===== config.mk =====
export PLATFORM = sky130hd
export DESIGN_NAME = alu_accumulator
export DESIGN_NICKNAME = d
export VERILOG_FILES = /design/src/rtl/alu_accumulator.sv
export SDC_FILE = /design/constraint.sdc
export NUM_CORES = 1
export LEC_CHECK = 0
export BUFFER_PORTS_ARGS = -buffer_cell sky130_fd_sc_hd__buf_2
export CORE_MARGIN = 1
export CORE_UTILIZATION = 30
export CTS_CLUSTER_DIAMETER = 200
export CTS_CLUSTER_SIZE = 10
export DETAILED_ROUTE_END_ITERATION = 7
export MAX_ROUTING_LAYER = met4
export PLACE_DENSITY = 0.63
export SYNTH_ARGS = -nofsm -noshare
export SYNTH_HDL_FRONTEND = slang
export SYNTH_SLANG_ARGS = --single-unit

===== constraint.sdc =====
create_clock -name clk -period 1.8 [get_ports clk]
set_input_delay 0.09 -clock clk [delete_from_list [all_inputs] [get_ports clk]]
set_output_delay 0.09 -clock clk [all_outputs]
set_load 0.005 [all_outputs]

===== src/rtl/alu_accumulator.sv =====
// Command sequencer feeding the 16-bit OR/NOR logic units: latch a command, let the units
// settle for one EXEC cycle, capture the selected result into the accumulator and return it with flags.
module alu_accumulator (
  input  logic        clk,
  input  logic        rst,
  input  logic        cmd_valid,
  output logic        cmd_ready,
  input  logic [2:0]  cmd_op,
  input  logic [15:0] cmd_data,
  output logic [15:0] a_out,
  output logic [15:0] b_out,
  input  logic [15:0] or_result,
  input  logic [15:0] nor_result,
  output logic        res_valid,
  input  logic        res_ready,
  output logic [15:0] res_data,
  output logic        res_zero,
  output logic        res_neg,
  output logic        res_err,
  output logic [15:0] op_count
);

  typedef enum logic [1:0] {IDLE, EXEC, RESP} state_t;

  state_t      state;
  logic [15:0] acc;
  logic [2:0]  op_q;
  logic [15:0] next_acc;
  logic        illegal;

  assign a_out = acc;

  // The logic units see a_out/b_out for the whole EXEC cycle, so their outputs are settled here.
  always_comb begin
    next_acc = acc;
    illegal  = 1'b0;
    case (op_q)
      3'b000:  next_acc = acc;
      3'b001:  next_acc = b_out;
      3'b010:  next_acc = or_result;
      3'b011:  next_acc = nor_result;
      3'b100:  next_acc = 16'h0000;
      default: illegal  = 1'b1;
    endcase
  end

  always_ff @(posedge clk) begin
    if (rst) begin
      state     <= IDLE;
      acc       <= 16'h0000;
      b_out     <= 16'h0000;
      op_q      <= 3'b000;
      cmd_ready <= 1'b1;
      res_valid <= 1'b0;
      res_data  <= 16'h0000;
      res_zero  <= 1'b0;
      res_neg   <= 1'b0;
      res_err   <= 1'b0;
      op_count  <= 16'h0000;
    end else begin
      case (state)
        IDLE: begin
          if (cmd_valid) begin
            op_q      <= cmd_op;
            b_out     <= cmd_data;
            cmd_ready <= 1'b0;
            state     <= EXEC;
          end
        end
        EXEC: begin
          acc       <= next_acc;
          res_data  <= next_acc;
          res_zero  <= (next_acc == 16'h0000);
          res_neg   <= next_acc[15];
          res_err   <= illegal;
          res_valid <= 1'b1;
          state     <= RESP;
        end
        RESP: begin
          if (res_ready) begin
            res_valid <= 1'b0;
            op_count  <= op_count + 16'd1;
            cmd_ready <= 1'b1;
            state     <= IDLE;
          end
        end
        default: begin
          state     <= IDLE;
          cmd_ready <= 1'b1;
          res_valid <= 1'b0;
        end
      endcase
    end
  end

endmodule


Word level (Yosys, flattened, before mapping)
Cells that the tools add are included.
{"block": "op_classes", "bitwise": 2, "n_addsub": 1, "n_reduce_logical": 9, "n_mux": 10, "eq_ne": 8}
{"op": "$pmux 16 s4", "n": 1}
{"op": "$add 16x1->16 const B", "n": 1}
{"op": "$logic_not 16->1", "n": 1}
{"op": "$reduce_and 2->1", "n": 4}
{"op": "$eq 3x2->1 const B", "n": 2}
{"op": "$pmux 1 s3", "n": 2}
{"op": "$pmux 2 s3", "n": 1}
{"op": "$reduce_or 5->1", "n": 1}
{"op": "$mux 1", "n": 4}
{"op": "$mux 2", "n": 2}
{"op": "$ne 2x2->1 const B", "n": 2}
{"op": "$eq 3x1->1 const B", "n": 1}
{"op": "$eq 3x3->1 const B", "n": 1}
{"op": "$logic_not 3->1", "n": 1}
{"op": "$reduce_and 3->1", "n": 1}
{"op": "$eq 2x1->1 const B", "n": 1}
{"op": "$eq 2x2->1 const B", "n": 1}
{"op": "$logic_not 2->1", "n": 1}
{"op": "$not 1->1", "n": 2}
{"block": "totals", "ff_bits": 58, "in_bits": 55, "word_cells": 40, "output_inout_bits": 69}

Longest topological paths before layout
Gate-level depths: netlist (run 1).
{"block": "depth", "depth_word": 3, "depth_mapped": 9, "ltp_nobuf": 5}

Worst setup path after synthesis (run 1)
OpenSTA, ideal clock, no wires.
{"block": "synth_path", "kind": "reg-to-reg", "startpoint": "reg op_q[1]", "endpoint": "reg res_zero", "required_ps": 1741, "period_less_slack_ps": 1621, "setup_ps": 59, "setup_slack_ps": 179, "arrival_time_ps": 1562, "stages_incl_launch_ff": 8, "path_buffers": 2, "path_cell_list": "dfxtp_1 -> buf_6 -> buf_8 -> mux2i_1 -> o2bb2ai_1 -> or4_1 -> nor4_2 -> a31o_1"}
{"block": "synth_between", "elab_chain_cells": 3, "word_cells_on_any_way": 6, "cone_classes": "4 x eq/ne; 1 x mux; 1 x reduce/logical"}
{"item": "start, declared", "line_no": "27", "rtl": "logic [2:0] op_q;"}
{"item": "start signal, assigned", "line_no": "64", "rtl": "op_q <= cmd_op;"}
{"item": "$eq 3x3->1, or another cell as far along", "line_no": "37", "rtl": "case (op_q)"}
{"item": "$pmux 16 s4 *", "line_no": "37"}
{"item": "$logic_not 16->1 *", "line_no": "73", "rtl": "res_zero <= (next_acc == 16'h0000);"}
{"item": "end signal, assigned", "line_no": "73"}
{"item": "end, declared", "line_no": "17", "rtl": "output logic res_zero,"}
Every way passes the cells marked *; elsewhere a longest branch is shown, timed or not.
A chain may end at the register's enable or synchronous reset.

Worst setup path in the final report (run 1)
Same ends and word-level chain as after synthesis.

==> results.txt, run 1 <==
----------------------------------------------------
[Placement]
  Final GP Congestion ... 0.865
  Port Buffers ... about 120
  Setup slack at placement ... -0.0322 ns
  Detailed Place HPWL ... 5890 um

[Synthesis]
  Per-instance average area after synthesis ... between 8 and 9 um2
  Distinct cell type count after synthesis ... between 40 and 50
  Area of the mapped netlist ... 2810 um2
  Post-synthesis instance total ... 328
  Xor/xnor share of the synthesized area ... 4.99%
  Count of synthesis-stage warnings from yosys ... 0
  Post-synthesis compound-gate area fraction ... around 14%
  Synthesized Nets ... 384
  Sequential fraction of the synthesis area ... 40.6%
  Main combinational cell family by area after synthesis ... simple AND/OR/NAND/NOR gates
  Number of register bits inferred by synthesis ... 57
  Post-synthesis share of cell area spent on full adders, half adders and majority gates ... 0.445%
  Async SR Flop Fraction ... 0%
  Multiplexer area fraction after synthesis ... 7.75%
  Number of enable flip-flop cells after synthesis ... 0
  Post-synth top flop ... sky130_fd_sc_hd__dfxtp_1
  Post-synthesis simple-gate area fraction ... 22.9%

[Critical path]
  Worst reg-to-reg path cell count ... 6
  Required time of the critical path ... 2.07 ns
  Startpoint class of the critical path ... flip-flop
  Setup Crit Path Kind ... flip-flop to flip-flop
  WP data arrival ... just under 2 ns
  Kind of capture point of the worst setup path ... flip-flop
  Largest driver fanout on the critical path ... 4

[Power and ir drop]
  Maximum VDD drop ... between 0.0003 and 0.0004 V
  Sequential share of power ... between 40 and 50%
  Portion of total power attributed to the clock network ... ~37%
  Share of power burned in combinational logic ... between 15 and 20%
  Cell Int Power ... 2.13 mW
  Power per cell area ... 745 nW/um2
  Switching component of the power ... 0.724 mW
  Pleak ... about 1.8 nW
  Net switching fraction of the power ... 25.4%

[Clock network]
  # clock sinks ... 57
  Deepest level of the CTS H-tree ... 3
  Maximum clock insertion buffer count ... 2
  CTS tree ... done
  Clock-pin slew of the registers on the worst-case setup and hold paths ... 0.06 ns
  Clk_lat worst skew ... ~0.32 ns
  TritonCTS Buffers ... 9
  Clock Root Buffer ... sky130_fd_sc_hd__clkbuf_8

[Detailed routing]
  Via count ... approximately 2,800
  Detail-routed net length per standard cell ... 14.1 um
  Routed wire length ... 8010 um
  First-pass DRT Iterations ... 4
  Antenna Violating Nets Remaining ... 0
  Average vias per placed instance ... roughly 4.9
  Iteration-0 DRC Markers ... 54
  Final routed DRC violation total ... 0

[Global route]
  Antenna violations before repair ... 0
  Vias in the first global route ... 2,567
  All-layer global routing usage ... 17.0%
  Grt total ovfl ... 0
  Largest net degree at the start of global routing ... 35
  Global-route wire length before repair ... approximately 13,000 um

[Timing]
  Setup tns final ... 0 ns
  Maximum clock rate ... 581 MHz
  Unrepaired setup endpoints after global routing ... yes
  Final Hold Violating Endpoints ... 0
  Final Skew ... 0.00934 ns
  Period utilisation layout ... a little over nine tenths
  Final critical delay including setup and external delays ... 1.72 ns
  Setup Viol. Count Final ... 0
  Measured slew at the worst slew-check pin ... 0.368 ns
  Count of final max-slew check failures ... 0
  Normalized max-slew margin ... roughly three quarters
  Crit path setup slack, layout ... roughly 0.08 ns

[Status]
  Status ... finished clean

[Worst hold path]
  Path class of the lowest-slack min-delay path ... primary input to flip-flop
  Hold Path Cell Cnt ... 3

[Floorplanning]
  Die Y-Extent ... 98.8 um
  Number of I/O pins ... 124
  Floorplan die width ... between 90 and 100 um
  Row count ... 34
  Area enclosed by the die boundary ... roughly 9800 um2
  Core region area ... between 8000 and 9000 um2
  Initial core utilization ... 31.6%

[Job]
  Count of max-cap constraint violations ... 0

[Final layout]
  Fraction of layout cells with a size suffix above 1 ... 39.1%
  Nets@finish ... about 510
  Area growth syn-to-layout ... 36.4%

----------------------------------------------------
## registers in the layout, summed over array words and instances (netlist names)
name,count
res_err,1
op_count,16
op_q,3
a_out,16
b_out,16
cmd_ready,1
res_zero,1
res_valid,1
state,2
## cell families after synthesis
kind of cell	Yosys count
simple gates	133
compound gates	58
flops	57
buf+inv	43
mux	20
xor+xnor	16
fa+ha+maj	1
## power by group through the flow
stage	registers, mW	logic [mW]	clock network (mW)
3_3_place_gp	1.37	0.414	0
5_1_grt	1.35	0.504	1.13
6_report	1.34	0.462	1.05
2_1_floorplan	1.36	0.253	0
3_5_place_dp	1.37	0.418	0
4_1_cts	1.34	0.447	1.08
## through the flow
stage               utilization (%)  total power, mW  area (um2)  cells  hold WS, ns
CTS                            42.6             2.87        3790    566      0.00215
global route                   43.1             2.98        3830    566       0.0227
global placement               38.9             1.78        3460    537        0.332
floorplan                         -             1.62        2810    328        0.199
detailed placement             38.9             1.79        3460    537        0.334
finish                         43.1             2.86        3830    567       0.0215
## path summary, 6_finish.rpt
kind / endpoint / slack, ns / from
min: b_out[6] / 0.02 / cmd_data[6]
max reg2reg: res_zero / 0.08 / op_q[1]
min reg2reg: res_err / 0.47 / res_err
max: res_zero / 0.08 / op_q[1]
## critical path, stage by stage, from the launching register on
cell and delay (ns):
sky130_fd_sc_hd__dfxtp_2 0.36, sky130_fd_sc_hd__buf_6 0.12, sky130_fd_sc_hd__mux2i_2 0.21, sky130_fd_sc_hd__o2bb2ai_1 0.10, sky130_fd_sc_hd__or4_1 0.54, sky130_fd_sc_hd__nor4_2 0.17
sky130_fd_sc_hd__a31o_1 0.17
## cell type report
| class | instances | area (um2) |
|---|---|---|
| Sequential cell | 57 | 1140 |
| Inverter | 2 | 7.51 |
| Fill cell | 868 | 5060 |
| Multi-Input combinational cell | 228 | 1440 |
| Clock buffer | 13 | 169 |
| Antenna cell | 1 | 2.50 |
| Tap cell | 108 | 135 |
| Timing Repair Buffer | 158 | 935 |
## cell usage after synthesis, drive strengths merged (2+ instances only)
| library cell | count | area (um2) |
|---|---|---|
| dfxtp | 57 | 1140 |
| nand2 | 46 | 175 |
| nor2 | 46 | 173 |
| buf | 29 | 213 |
| a21oi | 23 | 115 |
| a22oi | 22 | 170 |
| clkbuf | 12 | 45.0 |
| xor2 | 12 | 105 |
| mux2 | 11 | 128 |
| mux2i | 9 | 90.1 |
| nand4 | 6 | 37.5 |
| nor2b | 5 | 38.8 |
| nor4 | 5 | 37.5 |
| and4 | 4 | 35.0 |
| o2bb2ai | 4 | 35.0 |
| xnor2 | 4 | 35.0 |
| and3 | 3 | 18.8 |
| a211oi | 2 | 15.0 |
| and2 | 2 | 12.5 |
| and2b | 2 | 15.0 |
| inv | 2 | 7.51 |
| nand2b | 2 | 12.5 |
| nand3 | 2 | 10.0 |
| nand3b | 2 | 15.0 |
| nor3 | 2 | 10.0 |
| nor3b | 2 | 20.0 |
| o22ai | 2 | 12.5 |
## layer usage
metal	routed length (um)	global-route usage [%]	part of all wire, %	vias to the layer above
met3	390	2.84	4.9	6
met2	3820	25.7	48	90
met1	3730	22.5	47	1286
met5	0	-	0	-
met4	65	6.77	0.81	0
li1	-	-	-	1374
## cells in the final DEF (no fill, tap or decap), types with 2 or more instances in the layout
master                          count
sky130_fd_sc_hd__buf_2            123
sky130_fd_sc_hd__dfxtp_1           56
sky130_fd_sc_hd__nor2_1            46
sky130_fd_sc_hd__nand2_1           45
sky130_fd_sc_hd__a21oi_1           23
sky130_fd_sc_hd__a22oi_1           17
sky130_fd_sc_hd__buf_4             17
sky130_fd_sc_hd__dlygate4sd3_1     16
sky130_fd_sc_hd__xor2_1            12
sky130_fd_sc_hd__clkbuf_8          12
sky130_fd_sc_hd__mux2_2            10
sky130_fd_sc_hd__mux2i_1            8
sky130_fd_sc_hd__nand4_1            6
sky130_fd_sc_hd__a22oi_2            5
sky130_fd_sc_hd__nor2b_1            4
sky130_fd_sc_hd__xnor2_1            4
sky130_fd_sc_hd__o2bb2ai_1          4
sky130_fd_sc_hd__and4_1             4
sky130_fd_sc_hd__and3_1             3
sky130_fd_sc_hd__nor4_1             3
sky130_fd_sc_hd__inv_1              2
sky130_fd_sc_hd__nand3b_1           2
sky130_fd_sc_hd__nand2b_1           2
sky130_fd_sc_hd__and2b_1            2
sky130_fd_sc_hd__a211oi_1           2
sky130_fd_sc_hd__and2_1             2
sky130_fd_sc_hd__nand3_1            2
sky130_fd_sc_hd__o22ai_1            2
sky130_fd_sc_hd__nor3_1             2
sky130_fd_sc_hd__nor4_2             2
## timing repair
action / in CTS / in global routing
hold endpoints to repair: 16 / 0
setup endpoints to repair: 1 / 1
setup buffers: 0 / 0
resized for setup: 1 / 8
pin swaps: 1 / 1
hold buffers: 16 / 0
No activity file was read; power rests on OpenSTA's default activity.
==> run 2: changes to the inputs <==
--- a/config.mk
+++ b/config.mk
@@ -12,7 +12,7 @@
 export CTS_CLUSTER_SIZE = 10
 export DETAILED_ROUTE_END_ITERATION = 7
 export MAX_ROUTING_LAYER = met4
-export PLACE_DENSITY = 0.63
+export SLEW_MARGIN = 15
 export SYNTH_ARGS = -nofsm -noshare
 export SYNTH_HDL_FRONTEND = slang
 export SYNTH_SLANG_ARGS = --single-unit
==> results.txt, run 2 (synthesis gave the netlist of run 1 again) <==
----------------------------------------------------
[Power and ir drop]
  Pleak ... 1.81 nW (was 1.80 nW)
  Power per cell area ... 757 nW/um2 (was 745 nW/um2)
  Maximum VDD drop ... 0.000413 V (was 0.000336 V)
  Overall power of the completed layout ... 2.90 mW (was 2.86 mW)

[Final layout]
  Fraction of layout cells with a size suffix above 1 ... 38.5% (was 39.1%)
  Final core utilization ... 43.2% (was 43.1%)
  Nets@finish ... 514 (was 512)
  Most common cell after layout, fill and taps aside ... sky130_fd_sc_hd__buf_2 (unchanged)
  Area growth syn-to-layout ... 36.7% (was 36.4%)
  Antenna fix cells ... 0 (was 1)
  Leading cell types in the layout, fill and taps excluded ... 123 x sky130_fd_sc_hd__buf_2, 56 x sky130_fd_sc_hd__dfxtp_1, 46 x sky130_fd_sc_hd__nor2_1 (unchanged)

[Floorplanning]
  Core region area ... 8890 um2 (unchanged)
  Die Y-Extent ... 98.8 um (unchanged)
  Number of I/O pins ... 124 (unchanged)
  Floorplan die width ... 98.8 um (unchanged)
  Row count ... 34 (unchanged)
  Area enclosed by the die boundary ... 9750 um2 (unchanged)
  Initial core utilization ... 31.6% (unchanged)

[Global route]
  Largest net degree at the start of global routing ... 35 (unchanged)
  Vias in the first global route ... 2,507 (was 2,567)
  All-layer global routing usage ... 16.7% (was 17.0%)
  Global-route wire length before repair ... 12,300 um (was 12,600 um)
  Grt total ovfl ... 0 (unchanged)
  Antenna violations before repair ... 0 (unchanged)

[Timing]
  Setup tns final ... 0 ns (unchanged)
  Unrepaired setup endpoints after global routing ... yes (unchanged)
  Setup Viol. Count Final ... 0 (unchanged)
  Count of final max-slew check failures ... 0 (unchanged)
  Final Skew ... 0.00634 ns (was 0.00934 ns)
  Crit path setup slack, layout ... 0.0712 ns (was 0.0802 ns)
  Final Hold Violating Endpoints ... 0 (unchanged)
  Final critical delay including setup and external delays ... 1.73 ns (was 1.72 ns)
  Period utilisation layout ... 96.0% (was 95.5%)
  Measured slew at the worst slew-check pin ... 0.389 ns (was 0.368 ns)
  Maximum clock rate ... 578 MHz (was 581 MHz)
  Normalized max-slew margin ... 74.0% (was 75.4%)

[Critical path]
  Worst-case register-to-register setup slack ... 0.07 ns (was 0.08 ns)
  Endpoint of the worst register-to-register path ... res_zero (unchanged)
  Largest driver fanout on the critical path ... 3 (was 4)
  Slowest-stage cell, CP ... sky130_fd_sc_hd__or4_1 (unchanged)
  Required time of the critical path ... 2.08 ns (was 2.07 ns)
  WP data arrival ... 2.01 ns (was 1.99 ns)
  Reg-to-Reg Start ... op_q[1] (unchanged)
  Worst path buffer plus inverter count ... 1 (unchanged)
  CP max stage delay ... 0.53 ns (was 0.54 ns)
  Cell family with most CP delay ... simple AND/OR/NAND/NOR gates (unchanged)
  Setup Crit Path Kind ... flip-flop to flip-flop (unchanged)
  Cells along the critical path ... buf_4 > mux2i_1 > o2bb2ai_1 > or4_1 > nor4_2 > a31o_1 (was buf_6 > mux2i_2 > o2bb2ai_1 > or4_1 > nor4_2 > a31o_1)
  Source of the critical timing path ... op_q[1] (unchanged)
  Startpoint class of the critical path ... flip-flop (unchanged)
  Kind of capture point of the worst setup path ... flip-flop (unchanged)
  Worst reg-to-reg path cell count ... 6 (unchanged)

[Detailed routing]
  Final routed DRC violation total ... 0 (unchanged)
  Iteration-0 DRC Markers ... 98 (was 54)
  First-pass DRT Iterations ... 5 (was 4)
  Average vias per placed instance ... 4.89 (was 4.86)
  Antenna Violating Nets Remaining ... 0 (unchanged)
  Routed wire length ... 7970 um (was 8010 um)
  Via count ... 2,790 (was 2,756)
  Detail-routed net length per standard cell ... 14.0 um (was 14.1 um)

[Job]
  Count of max-cap constraint violations ... 0 (unchanged)

[Clock network]
  Clock-pin slew of the registers on the worst-case setup and hold paths ... 0.06 ns (about the same)
  TritonCTS Buffers ... 9 (unchanged)
  Clock Root Buffer ... sky130_fd_sc_hd__clkbuf_8 (unchanged)
  # clock sinks ... 57 (unchanged)
  Clk_lat worst skew ... 0.33 ns (was 0.32 ns)
  Maximum clock insertion buffer count ... 2 (unchanged)
  Deepest level of the CTS H-tree ... 3 (unchanged)
  CTS tree ... done (unchanged)

[Placement]
  Port Buffers ... 123 (unchanged)
  Setup slack at placement ... -0.0267 ns (was -0.0322 ns)
  Detailed Place HPWL ... 5870 um (was 5890 um)
  Final GP Congestion ... 0.867 (was 0.865)

[Worst hold path]
  Worst hold path endpoint ... b_out[5] (was b_out[6])
  Hold Path Cell Cnt ... 3 (unchanged)
  Worst min-delay path startpoint ... cmd_data[5] (was cmd_data[6])
  Path class of the lowest-slack min-delay path ... primary input to flip-flop (unchanged)

[Status]
  Status ... finished clean (unchanged)

----------------------------------------------------
[run 2: worst max path at each step]
stage,cells past startpoint,endpoint
after floorplan,7,res_zero
after CTS,6,res_zero
after global routing,6,res_zero
final,6,res_zero
after global placement,6,res_zero
after detailed placement,6,res_zero
[run 2: what timing repair did]
item,CTS,global route
pin swaps,1,1
endpoints found under the hold margin,18,0
buffers inserted,0,1
hold buffers,18,0
resized for setup,1,5
endpoints found under the setup margin,1,1
[run 2: where the power goes]
group          switching, mW  internal (mW)
sequential            0.0422           1.30
clock                  0.481          0.625
combinational          0.216          0.236
[run 2: layout make-up]
| cell class | count | area, um2 |
|---|---|---|
| timing repair buffer | 160 | 951 |
| clock inverter | 4 | 45.0 |
| multi-input combinational | 228 | 1430 |
| tap | 108 | 135 |
| clock buffer | 11 | 131 |
| sequential | 57 | 1140 |
| fill | 889 | 5050 |
| inverter | 2 | 7.51 |
[run 2: metrics by stage]
step | hold slack, ns | instances | instance area, um2
final | 0.0203 | 570 | 3840
after global routing | 0.0355 | 570 | 3840
after CTS | 0.00149 | 569 | 3810
after detailed placement | 0.337 | 536 | 3450
after global placement | 0.332 | 536 | 3450
after floorplan | 0.199 | 328 | 2810
[run 2: worst reg2reg max path: cells and delay by family, from the launching register on]
family / cells / cell delay (ns)
buffers and inverters: 1 / 0.14
multiplexers: 1 / 0.20
AND/OR/NAND/NOR: 2 / 0.69
AO/OA/AOI/OAI: 2 / 0.28
flip-flops: 1 / 0.35
[run 2: metal layers]
| layer | global-route usage [%] | share of wire (%) | vias up |
|---|---|---|---|
| li1 | - | - | 1378 |
| met1 | 21.4 | 47 | 1315 |
| met2 | 25.6 | 47 | 84 |
| met3 | 2.84 | 4.7 | 13 |
| met4 | 8.04 | 1.5 | 0 |
| met5 | - | 0 | - |
